### src/rtl/pss_peak_detector.sv
// Purpose : detects PSS correlation peaks in an unsigned magnitude stream.
//           A sample triggers when it reaches an absolute floor and exceeds
//           2^DETECTION_SHIFT times the moving average of the preceding
//           WINDOW_LEN samples. The maximum over the next PEAK_SPAN samples
//           is then reported, after which HOLDOFF_LEN samples are ignored.
// Latency : the detection pulse appears one cycle after the last tracked
//           sample is accepted.
// Backpressure: none; every valid sample is consumed. Cycles with tvalid low
//           stall the window, counters and state.
// Ports   : clk_i / reset_ni        clock, async active-low reset
//           s_axis_in_tdata/tvalid  magnitude sample stream
//           peak_detected_o         one-cycle detection pulse
//           peak_value_o/index_o    peak magnitude and sample index, held
//                                   until the next detection
module pss_peak_detector #(
   parameter int IN_DW           = 24,
   parameter int WINDOW_LEN      = 16,
   parameter int DETECTION_SHIFT = 3,
   parameter int MIN_LEVEL       = 256,
   parameter int PEAK_SPAN       = 4,
   parameter int HOLDOFF_LEN     = 64,
   parameter int CNT_DW          = 16
) (
   input  logic              clk_i,
   input  logic              reset_ni,
   input  logic [IN_DW-1:0]  s_axis_in_tdata,
   input  logic              s_axis_in_tvalid,
   output logic              peak_detected_o,
   output logic [IN_DW-1:0]  peak_value_o,
   output logic [CNT_DW-1:0] peak_index_o
);

   localparam int LOG2_W = $clog2(WINDOW_LEN);
   localparam int SUM_W  = IN_DW + LOG2_W;
   // Wide enough for both sides of the ratio compare without truncation.
   localparam int CMP_W  = SUM_W + DETECTION_SHIFT + 1;
   localparam int FILL_W = LOG2_W + 1;
   localparam int SPAN_W = $clog2(PEAK_SPAN + 1);
   localparam int HOLD_W = (HOLDOFF_LEN > 0) ? $clog2(HOLDOFF_LEN + 1) : 1;

   typedef enum logic [1:0] {
      ST_SEARCH  = 2'd0,
      ST_TRACK   = 2'd1,
      ST_HOLDOFF = 2'd2
   } state_t;

   // Window of preceding samples; index 0 is the most recent.
   logic [IN_DW-1:0]  r_win [WINDOW_LEN];
   logic [SUM_W-1:0]  r_sum;
   logic [FILL_W-1:0] r_fill;
   logic [CNT_DW-1:0] r_cnt;

   state_t            r_state;
   logic [IN_DW-1:0]  r_pk_val;
   logic [CNT_DW-1:0] r_pk_idx;
   logic [SPAN_W-1:0] r_span;
   logic [HOLD_W-1:0] r_hold;

   logic              r_det;
   logic [IN_DW-1:0]  r_val_o;
   logic [CNT_DW-1:0] r_idx_o;

   logic [CMP_W-1:0]  w_lhs;
   logic [CMP_W-1:0]  w_rhs;
   logic              w_full;
   logic              w_trig;

   state_t            w_state_nxt;
   logic [IN_DW-1:0]  w_pk_val_nxt;
   logic [CNT_DW-1:0] w_pk_idx_nxt;
   logic [SPAN_W-1:0] w_span_nxt;
   logic [HOLD_W-1:0] w_hold_nxt;
   logic              w_finish;

   // Ratio test in * W > sum * 2^SHIFT, i.e. in > 2^SHIFT * average.
   assign w_lhs  = {{(CMP_W-IN_DW){1'b0}}, s_axis_in_tdata} << LOG2_W;
   assign w_rhs  = {{(CMP_W-SUM_W){1'b0}}, r_sum} << DETECTION_SHIFT;
   assign w_full = (r_fill == FILL_W'(WINDOW_LEN));
   assign w_trig = w_full
                && (s_axis_in_tdata >= IN_DW'(MIN_LEVEL))
                && (w_lhs > w_rhs);

   // Window, running sum and sample index: updated on every valid sample
   // regardless of the detector state.
   always_ff @(posedge clk_i or negedge reset_ni) begin
      if (!reset_ni) begin
         for (int i = 0; i < WINDOW_LEN; i++) r_win[i] <= '0;
         r_sum  <= '0;
         r_fill <= '0;
         r_cnt  <= '0;
      end else if (s_axis_in_tvalid) begin
         // Unfilled slots hold zero, so the sum is exact during warm-up too.
         r_sum <= r_sum + SUM_W'(s_axis_in_tdata) - SUM_W'(r_win[WINDOW_LEN-1]);
         r_win[0] <= s_axis_in_tdata;
         for (int i = 1; i < WINDOW_LEN; i++) r_win[i] <= r_win[i-1];
         if (!w_full) r_fill <= r_fill + FILL_W'(1);
         r_cnt <= r_cnt + CNT_DW'(1);
      end
   end

   always_comb begin
      w_state_nxt  = r_state;
      w_pk_val_nxt = r_pk_val;
      w_pk_idx_nxt = r_pk_idx;
      w_span_nxt   = r_span;
      w_hold_nxt   = r_hold;
      w_finish     = 1'b0;
      if (s_axis_in_tvalid) begin
         case (r_state)
            ST_SEARCH: begin
               if (w_trig) begin
                  w_pk_val_nxt = s_axis_in_tdata;
                  w_pk_idx_nxt = r_cnt;
                  w_span_nxt   = SPAN_W'(1);
                  if (PEAK_SPAN == 1) w_finish    = 1'b1;
                  else                w_state_nxt = ST_TRACK;
               end
            end
            ST_TRACK: begin
               // Strict compare: on ties the earlier sample wins.
               if (s_axis_in_tdata > r_pk_val) begin
                  w_pk_val_nxt = s_axis_in_tdata;
                  w_pk_idx_nxt = r_cnt;
               end
               w_span_nxt = r_span + SPAN_W'(1);
               if (r_span == SPAN_W'(PEAK_SPAN - 1)) w_finish = 1'b1;
            end
            ST_HOLDOFF: begin
               if (r_hold == HOLD_W'(HOLDOFF_LEN - 1)) begin
                  w_state_nxt = ST_SEARCH;
                  w_hold_nxt  = '0;
               end else begin
                  w_hold_nxt  = r_hold + HOLD_W'(1);
               end
            end
            default: w_state_nxt = ST_SEARCH;
         endcase
      end
      if (w_finish) begin
         w_state_nxt = (HOLDOFF_LEN > 0) ? ST_HOLDOFF : ST_SEARCH;
         w_hold_nxt  = '0;
      end
   end

   always_ff @(posedge clk_i or negedge reset_ni) begin
      if (!reset_ni) begin
         r_state  <= ST_SEARCH;
         r_pk_val <= '0;
         r_pk_idx <= '0;
         r_span   <= '0;
         r_hold   <= '0;
         r_det    <= 1'b0;
         r_val_o  <= '0;
         r_idx_o  <= '0;
      end else begin
         r_state  <= w_state_nxt;
         r_pk_val <= w_pk_val_nxt;
         r_pk_idx <= w_pk_idx_nxt;
         r_span   <= w_span_nxt;
         r_hold   <= w_hold_nxt;
         // Pulse is independent of tvalid in the following cycle.
         r_det    <= w_finish;
         if (w_finish) begin
            r_val_o <= w_pk_val_nxt;
            r_idx_o <= w_pk_idx_nxt;
         end
      end
   end

   assign peak_detected_o = r_det;
   assign peak_value_o    = r_val_o;
   assign peak_index_o    = r_idx_o;

endmodule

### config.mk
export PLATFORM = sky130hd
export DESIGN_NAME = pss_peak_detector
export DESIGN_NICKNAME = d
export VERILOG_FILES = /design/src/rtl/pss_peak_detector.sv
export SDC_FILE = /design/constraint.sdc
export NUM_CORES = 1
export LEC_CHECK = 0
export BUFFER_PORTS_ARGS = -buffer_cell sky130_fd_sc_hd__buf_2
export CAP_MARGIN = 15
export CORE_ASPECT_RATIO = 1.5
export CORE_UTILIZATION = 36
export DETAILED_ROUTE_END_ITERATION = 16
export GPL_TIMING_DRIVEN = 0
export REMOVE_ABC_BUFFERS = 1
export SYNTH_ARGS = -nofsm -noshare
export SYNTH_HDL_FRONTEND = slang
export SYNTH_SLANG_ARGS = --single-unit
### constraint.sdc
create_clock -name clk_i -period 3.4 [get_ports clk_i]
set_input_delay 0.51 -clock clk_i [delete_from_list [all_inputs] [get_ports clk_i]]
set_output_delay 0.51 -clock clk_i [all_outputs]
set_load 0.02 [all_outputs]
==> results of run 1 <==
## metrics by stage
stage,cell area [um^2],setup WS [ns],power (mW),setup TNS [ns]
2_1_floorplan,22700,-0.489,15.2,-18.10
3_3_place_gp,24000,-8.46,17.0,-7024.46
3_5_place_dp,24300,-0.808,17.2,-20.66
5_1_grt,26300,-0.0183,25.2,-0.0343
6_report,26300,0.208,23.4,0
4_1_cts,26200,0.0109,23.6,0
## kinds of logic after synthesis
kind of cell | Yosys count | synth area share (%)
flops | 526 | 57.4
mux | 468 | 22.8
buf+inv | 196 | 3.33
simple gates | 177 | 3.75
compound gates | 165 | 4.47
fa+ha+maj | 107 | 6.62
xor+xnor | 43 | 1.64
## cell usage in the layout (no fill, tap or decap), types with 7 or more instances in the layout
cell type  Yosys  layout
a21o_1        23      23
a21oi_1       42      40
buf_16         0       9
buf_2          2      65
clkbuf_1      53      13
clkbuf_16      0      55
clkbuf_8       0      12
clkinv_2       0       8
dfrtp_1      526     526
fa_1          24      24
ha_1          83      83
inv_1        133     132
mux2_2       432     432
mux2i_1       32      32
nand2_1       64      64
nand2b_1       7       7
nand3_1       15      14
nand4_1       16      16
nor2_1        31      30
nor3_1        10       9
o21ai_0       53      51
o31ai_1       10       9
xnor2_1       28      28
xor2_1        15      15
## critical path: stages, from the launching register on
cell	delay (ns)
dfrtp_1	0.38
inv_1	0.10
fa_1	0.47
fa_1	0.48
nor2b_1	0.26
o31ai_4	0.11
a21oi_2	0.25
a211oi_2	0.10
buf_4	0.16
nor2_2	0.20
nand4_1	0.13
nand2_1	0.14
xnor2_1	0.14
mux2i_1	0.11
## registers in the layout, summed over array words and instances, names as in the netlist
signal,cells
peak_detected_o,1
peak_index_o,16
peak_value_o,24
r_cnt,16
r_fill,5
r_hold,7
r_pk_idx,16
r_pk_val,24
r_span,3
r_state,2
r_sum,28
r_win,384
## routing by layer
metal  global-route usage, %  share of wire [%]  up-vias
met5                       0              0.027        -
met4                    4.76                3.0        2
met3                    2.70                3.7       75
met2                    22.5                 50      143
met1                    16.1                 43     6386
li1                        -                  -     5974
## repair_timing
item                                    4_1_cts  5_1_grt
endpoints found under the setup margin       26       35
hold endpoints to repair                     42        0
hold buffers                                  1        0
pin swaps                                     3        2
gates resized for setup                       6       10
buffers inserted                              2        1
## where the power goes
group          leakage (nW)  switching [mW]  internal (mW)
Sequential             6.41            1.02           8.33
Combinational          5.03            4.03           3.94
Clock                 0.909            2.39           3.68
## area by class of cell
class,instances,area [um^2],share of cell area (%)
antenna,1,2.50,0.00953
clock buffer,80,1590,6.06
inverter,133,499,1.90
timing repair buffer,81,656,2.50
multi-input combinational,960,9090,34.6
sequential,526,13200,50.1
tap,805,1010,3.84
clock inverter,17,246,0.939
## how the worst min path moves through the flow
stage                  startpoint               to  slack [ns]  cells past startpoint
2_1_floorplan            reset_ni  peak_detected_o        0.21                      0
3_3_place_gp            r_cnt[15]        r_cnt[15]        0.45                      1
3_5_place_dp             reset_ni      r_pk_idx[3]        0.45                      1
4_1_cts        s_axis_in_tdata[5]       r_win[365]        0.19                      2
5_1_grt        s_axis_in_tdata[5]       r_win[365]        0.22                      2
6_report       s_axis_in_tdata[5]       r_win[365]        0.23                      2
==> results.md, run 1 <==
- Status: completed
- Sequential-to-total area share from yosys stat: 57.4%
- Share of layout cells above drive strength 1: 34.2%
- Die W: 208 um
- Pins over their slew limit: 0
- Worst Path Required: 3.85 ns
- Avg Inst Size Synth: 13.6 um^2
- Cell count after synthesis: 1682
- Crit path arrival time: 3.64 ns
- Final core occ: 41.5%
- # nets final: 1889
- Cell Count, Final, Fillers Out: 2603
- WL per Instance: 15.8 um
- Die Ht: 311 um
- Final ANT Viol Nets: 0
- R2r startpoint: r_sum[1]
- Commonest register cell after synthesis: dfrtp_1
- R2R Path End: r_sum[20]
- Mapped Area: 22900 um^2
- Clock Path Buffers: 3
- Initial antenna violation count: 2
- PortBufs: 67
- #FFs+latches synth: 526
- H-tree depth: 2
- First-pass GRT wire length: 68600 um
- Worst setup endpoint: r_sum[20]
- Yosys warns: 0
- Top-area cell type share of the netlist area: 57.4%
- Synth cell count leaders: dfrtp_1 (526), mux2_2 (432), inv_1 (133)
- Max-slew headroom: 51.8%
- Hold slack: 0.234 ns
- Initial DRC count: 628
- Post-synth EDFFs: 0
- Fraction of registers with async set/reset: 100%
- Worst skew pair latency: 0.60 ns
- CTS Buf Count: 53
- Cell Rows: 113
- Max-cap check violation count: 0
- Residual DRC count: 0
- Final Skew: 0.0157 ns
- Synth area leaders: dfrtp_1 (57%), mux2_2 (21%), ha_1 (4.5%), inv_1 (2.2%), fa_1 (2.1%)
- Routed wire length: 41000 um
- GPL Wtd Cong: 0.806
- R2R depth: 13
- Initial Util: 36.3%
- Total placed cells including tap cells: 2501
- Synth-to-layout area growth: 14.5%
- Via count: 12600
- Vias in the first global route: 13300
- Final setup vio count: 0
- Crit Path Class: reg -> reg
- Ports: 68
- Via density: 4.83
- CTS tree: done
- Clock sinks: 526
- Crit share post-route: 93.9%
- Count of different cell masters after synthesis: 55
- Critical path launch point: r_sum[1]
- Crit. End Element: flip-flop
- Final hold violation count: 0
- Critical Path Start Type: flip-flop
- Tmin final: 3.19 ns
- Root buf cell: clkbuf_16
- Worst vdd ir: 0.453 mV
- Leading area contributor after synthesis: dfrtp_1
- Initial DRT Pass Iterations: 5
- Hold Path Class: in -> reg
- Core area: 63200 um^2
- Power Dens Cells: 891 nW/um^2
- Die Area: 64800 um^2
- FMAX: 313 MHz
- HPWL after detailed placement: 28000 um
- P_leak: 12.3 nW
- Slew @ Worst Pin: 0.723 ns
- Most common cell in the netlist: dfrtp_1
- Largest net degree at the start of global routing: 140
- FF-to-FF setup slack: 0.21 ns
- CP Max Fanout: 4
- Worst-path clk slew: 0.06 ns
- GR Overflow Total: 0
- Fill count: 5799
- GRT Total Usage: 13.1%
No activity file was read; power rests on OpenSTA's default activity.
==> run 2: changes to the inputs <==
--- a/config.mk
+++ b/config.mk
@@ -7,10 +7,13 @@
 export LEC_CHECK = 0
 export BUFFER_PORTS_ARGS = -buffer_cell sky130_fd_sc_hd__buf_2
 export CAP_MARGIN = 15
+export CELL_PAD_IN_SITES_DETAIL_PLACEMENT = 1
+export CELL_PAD_IN_SITES_GLOBAL_PLACEMENT = 1
 export CORE_ASPECT_RATIO = 1.5
 export CORE_UTILIZATION = 36
 export DETAILED_ROUTE_END_ITERATION = 16
 export GPL_TIMING_DRIVEN = 0
+export PLACE_DENSITY_LB_ADDON = 0.1
 export REMOVE_ABC_BUFFERS = 1
 export SYNTH_ARGS = -nofsm -noshare
 export SYNTH_HDL_FRONTEND = slang
==> results.md, run 2 (synthesis gave the netlist of run 1 again) <==
- Initial DRT Pass Iterations: 4 (-1)
- Biggest regs: r_win (384), r_sum (28)
- Crit path arrival time: 3.72 ns (+0.08 ns)
- Final Skew: 0.0212 ns (+0.00547 ns)
- P_leak: 12.3 nW (about the same)
- Multi-input gate area: 9130 um^2 (+0.43%)
- Register with the most flip-flops: r_win
- Worst vdd ir: 0.409 mV (-9.7%)
- Final hold violation count: 0 (unchanged)
- Core area: 63200 um^2 (unchanged)
- Via density: 4.94 (+2.2%)
- Residual DRC count: 0 (unchanged)
- Synth-to-layout area growth: 14.5% (about the same)
- Power Dens Cells: 893 nW/um^2 (+0.27%)
- Crit. End Element: flip-flop
- Setup Slack @ Placement: -0.889 ns (-0.0807 ns)
- H-tree depth: 2 (unchanged)
- GPL Wtd Cong: 0.772 (-4.3%)
- Final core occ: 41.6% (about the same)
- Hold Path Class: in -> reg
- Vias in the first global route: 14100 (+6.2%)
- Clock Path Buffers: 3 (unchanged)
- Die Area: 64800 um^2 (unchanged)
- Critical Path Start Type: flip-flop
- GRT Total Usage: 14.3% (+1.3 points)
- Root buf cell: clkbuf_16
- FMAX: 306 MHz (-2.2%)
- Setup ws final: 0.136 ns (-0.0721 ns)
- # diodes: 0 (-1)
- GR Overflow Total: 0 (unchanged)
- Design Power: 23.5 mW (+0.35%)
- Routed wire length: 44800 um (+9.1%)
- Ports: 68 (unchanged)
- Most common cell after layout, fill and taps aside: dfrtp_1
- Initial Util: 36.3% (unchanged)
- Die Ht: 311 um (unchanged)
- CTS Buf Count: 53 (unchanged)
- # nets final: 1889 (unchanged)
- Area post-placement: 24300 um^2 (about the same)
- WL per Instance: 17.2 um (+9.1%)
- Die W: 208 um (unchanged)
- PortBufs: 67 (unchanged)
- Final ANT Viol Nets: 0 (unchanged)
- Setup TNS: 0 ns (unchanged)
- Max-slew headroom: 51.8% (about the same)
- Hold slack: 0.226 ns (-0.00766 ns)
- Clock sinks: 526 (unchanged)
- Max reg flops: 384 (unchanged)
- Unrepaired setup endpoints after global routing: false
- Crit share post-route: 96.0% (+2.1 points)
- Worst-path clk slew: 0.06 ns (about the same)
- Initial DRC count: 602 (-4.1%)
- Via count: 12900 (+2.2%)
- CP Max Fanout: 6 (+2)
- Initial antenna violation count: 1 (-1)
- Final setup vio count: 0 (unchanged)
- Share of layout cells above drive strength 1: 34.7% (+0.48 points)
- Total placed cells including tap cells: 2502 (+0.040%)
- Cell Count, Final, Fillers Out: 2603 (unchanged)
- Most frequent cells in the layout: dfrtp_1 (526), mux2_2 (432), inv_1 (132)
- Largest net degree at the start of global routing: 127 (-9.3%)
- Cell Rows: 113 (unchanged)
- Crit Path Class: reg -> reg
- HPWL after detailed placement: 30300 um (+8.2%)
- Status: completed
- Fill count: 6415 (+11%)
- First-pass GRT wire length: 74900 um (+9.2%)
- Storage cell area: 13200 um^2 (unchanged)
- Tmin final: 3.26 ns (+0.0721 ns)
- Pins over their slew limit: 0 (unchanged)
- CTS tree: done
- Post-route cell area: 26300 um^2 (about the same)
- Slew @ Worst Pin: 0.723 ns (+0.000207 ns)
- Worst Path Required: 3.85 ns (about the same)
- Max-cap check violation count: 0 (unchanged)
- Worst skew pair latency: 0.60 ns (about the same)
## run 2: cell types whose count changed in the layout (fill, tap and decap cells not counted), sizes merged
cell | before | now
bufinv | 6 | 5
clkbuf | 80 | 81
clkinvlp | 0 | 2
diode | 1 | 0
inv | 135 | 134
## run 2: repair_timing
item,CTS,global route
pin swaps,2,2
setup buffers,2,0
resized for setup,7,22
hold buffers,1,0
setup endpoints to repair,54,36
endpoints found under the hold margin,57,0
## run 2: report_power, final
part | switching [mW] | internal, mW | total (mW) | leakage [nW]
clock | 2.45 | 3.59 | 6.04 | 0.886
sequential | 1.04 | 8.33 | 9.37 | 6.41
combinational | 4.09 | 3.97 | 8.05 | 5.05
total | 7.58 | 15.9 | 23.5 | 12.3
## run 2: path summary, 6_finish.rpt
path,startpoint,to,slack [ns],depth (start not counted)
setup reg to reg,r_win[11],r_sum[24],0.14,11
min in group asynchronous,reset_ni,peak_index_o[7],0.46,2
hold / removal,s_axis_in_tdata[5],r_win[365],0.23,2
max in group asynchronous,reset_ni,r_win[313],1.13,5
setup / recovery,r_win[11],r_sum[24],0.14,11
hold reg to reg,r_cnt[15],r_cnt[15],0.47,1
## run 2: layout make-up
cell class | instances | area share (%)
Sequential cell | 526 | 50.1
Multi-Input combinational cell | 960 | 34.7
Clock inverter | 17 | 0.848
Tap cell | 805 | 3.83
Clock buffer | 81 | 6.03
Timing Repair Buffer | 81 | 2.54
Inverter | 133 | 1.90
## run 2: routing by layer
layer | share of wire [%] | track usage, % | wire, um | vias up
met2 | 52 | 25.4 | 23200 | 111
met4 | 2.4 | 4.46 | 1090 | 2
met5 | 0.038 | 0 | 17 | -
met1 | 43 | 17.7 | 19300 | 6718
li1 | - | - | - | 5957
met3 | 2.7 | 2.53 | 1220 | 73
## run 2: critical path, cell delays in order, from the launching register on
cell and delay (ns):
dfrtp_1 0.40, fa_1 0.51, inv_1 0.04, ha_2 0.31, a21o_1 0.19, a21o_1 0.17
a221o_1 0.40, a211oi_4 0.30, nor4b_1 0.12, a2111oi_2 0.41, xor2_1 0.18, mux2i_1 0.09
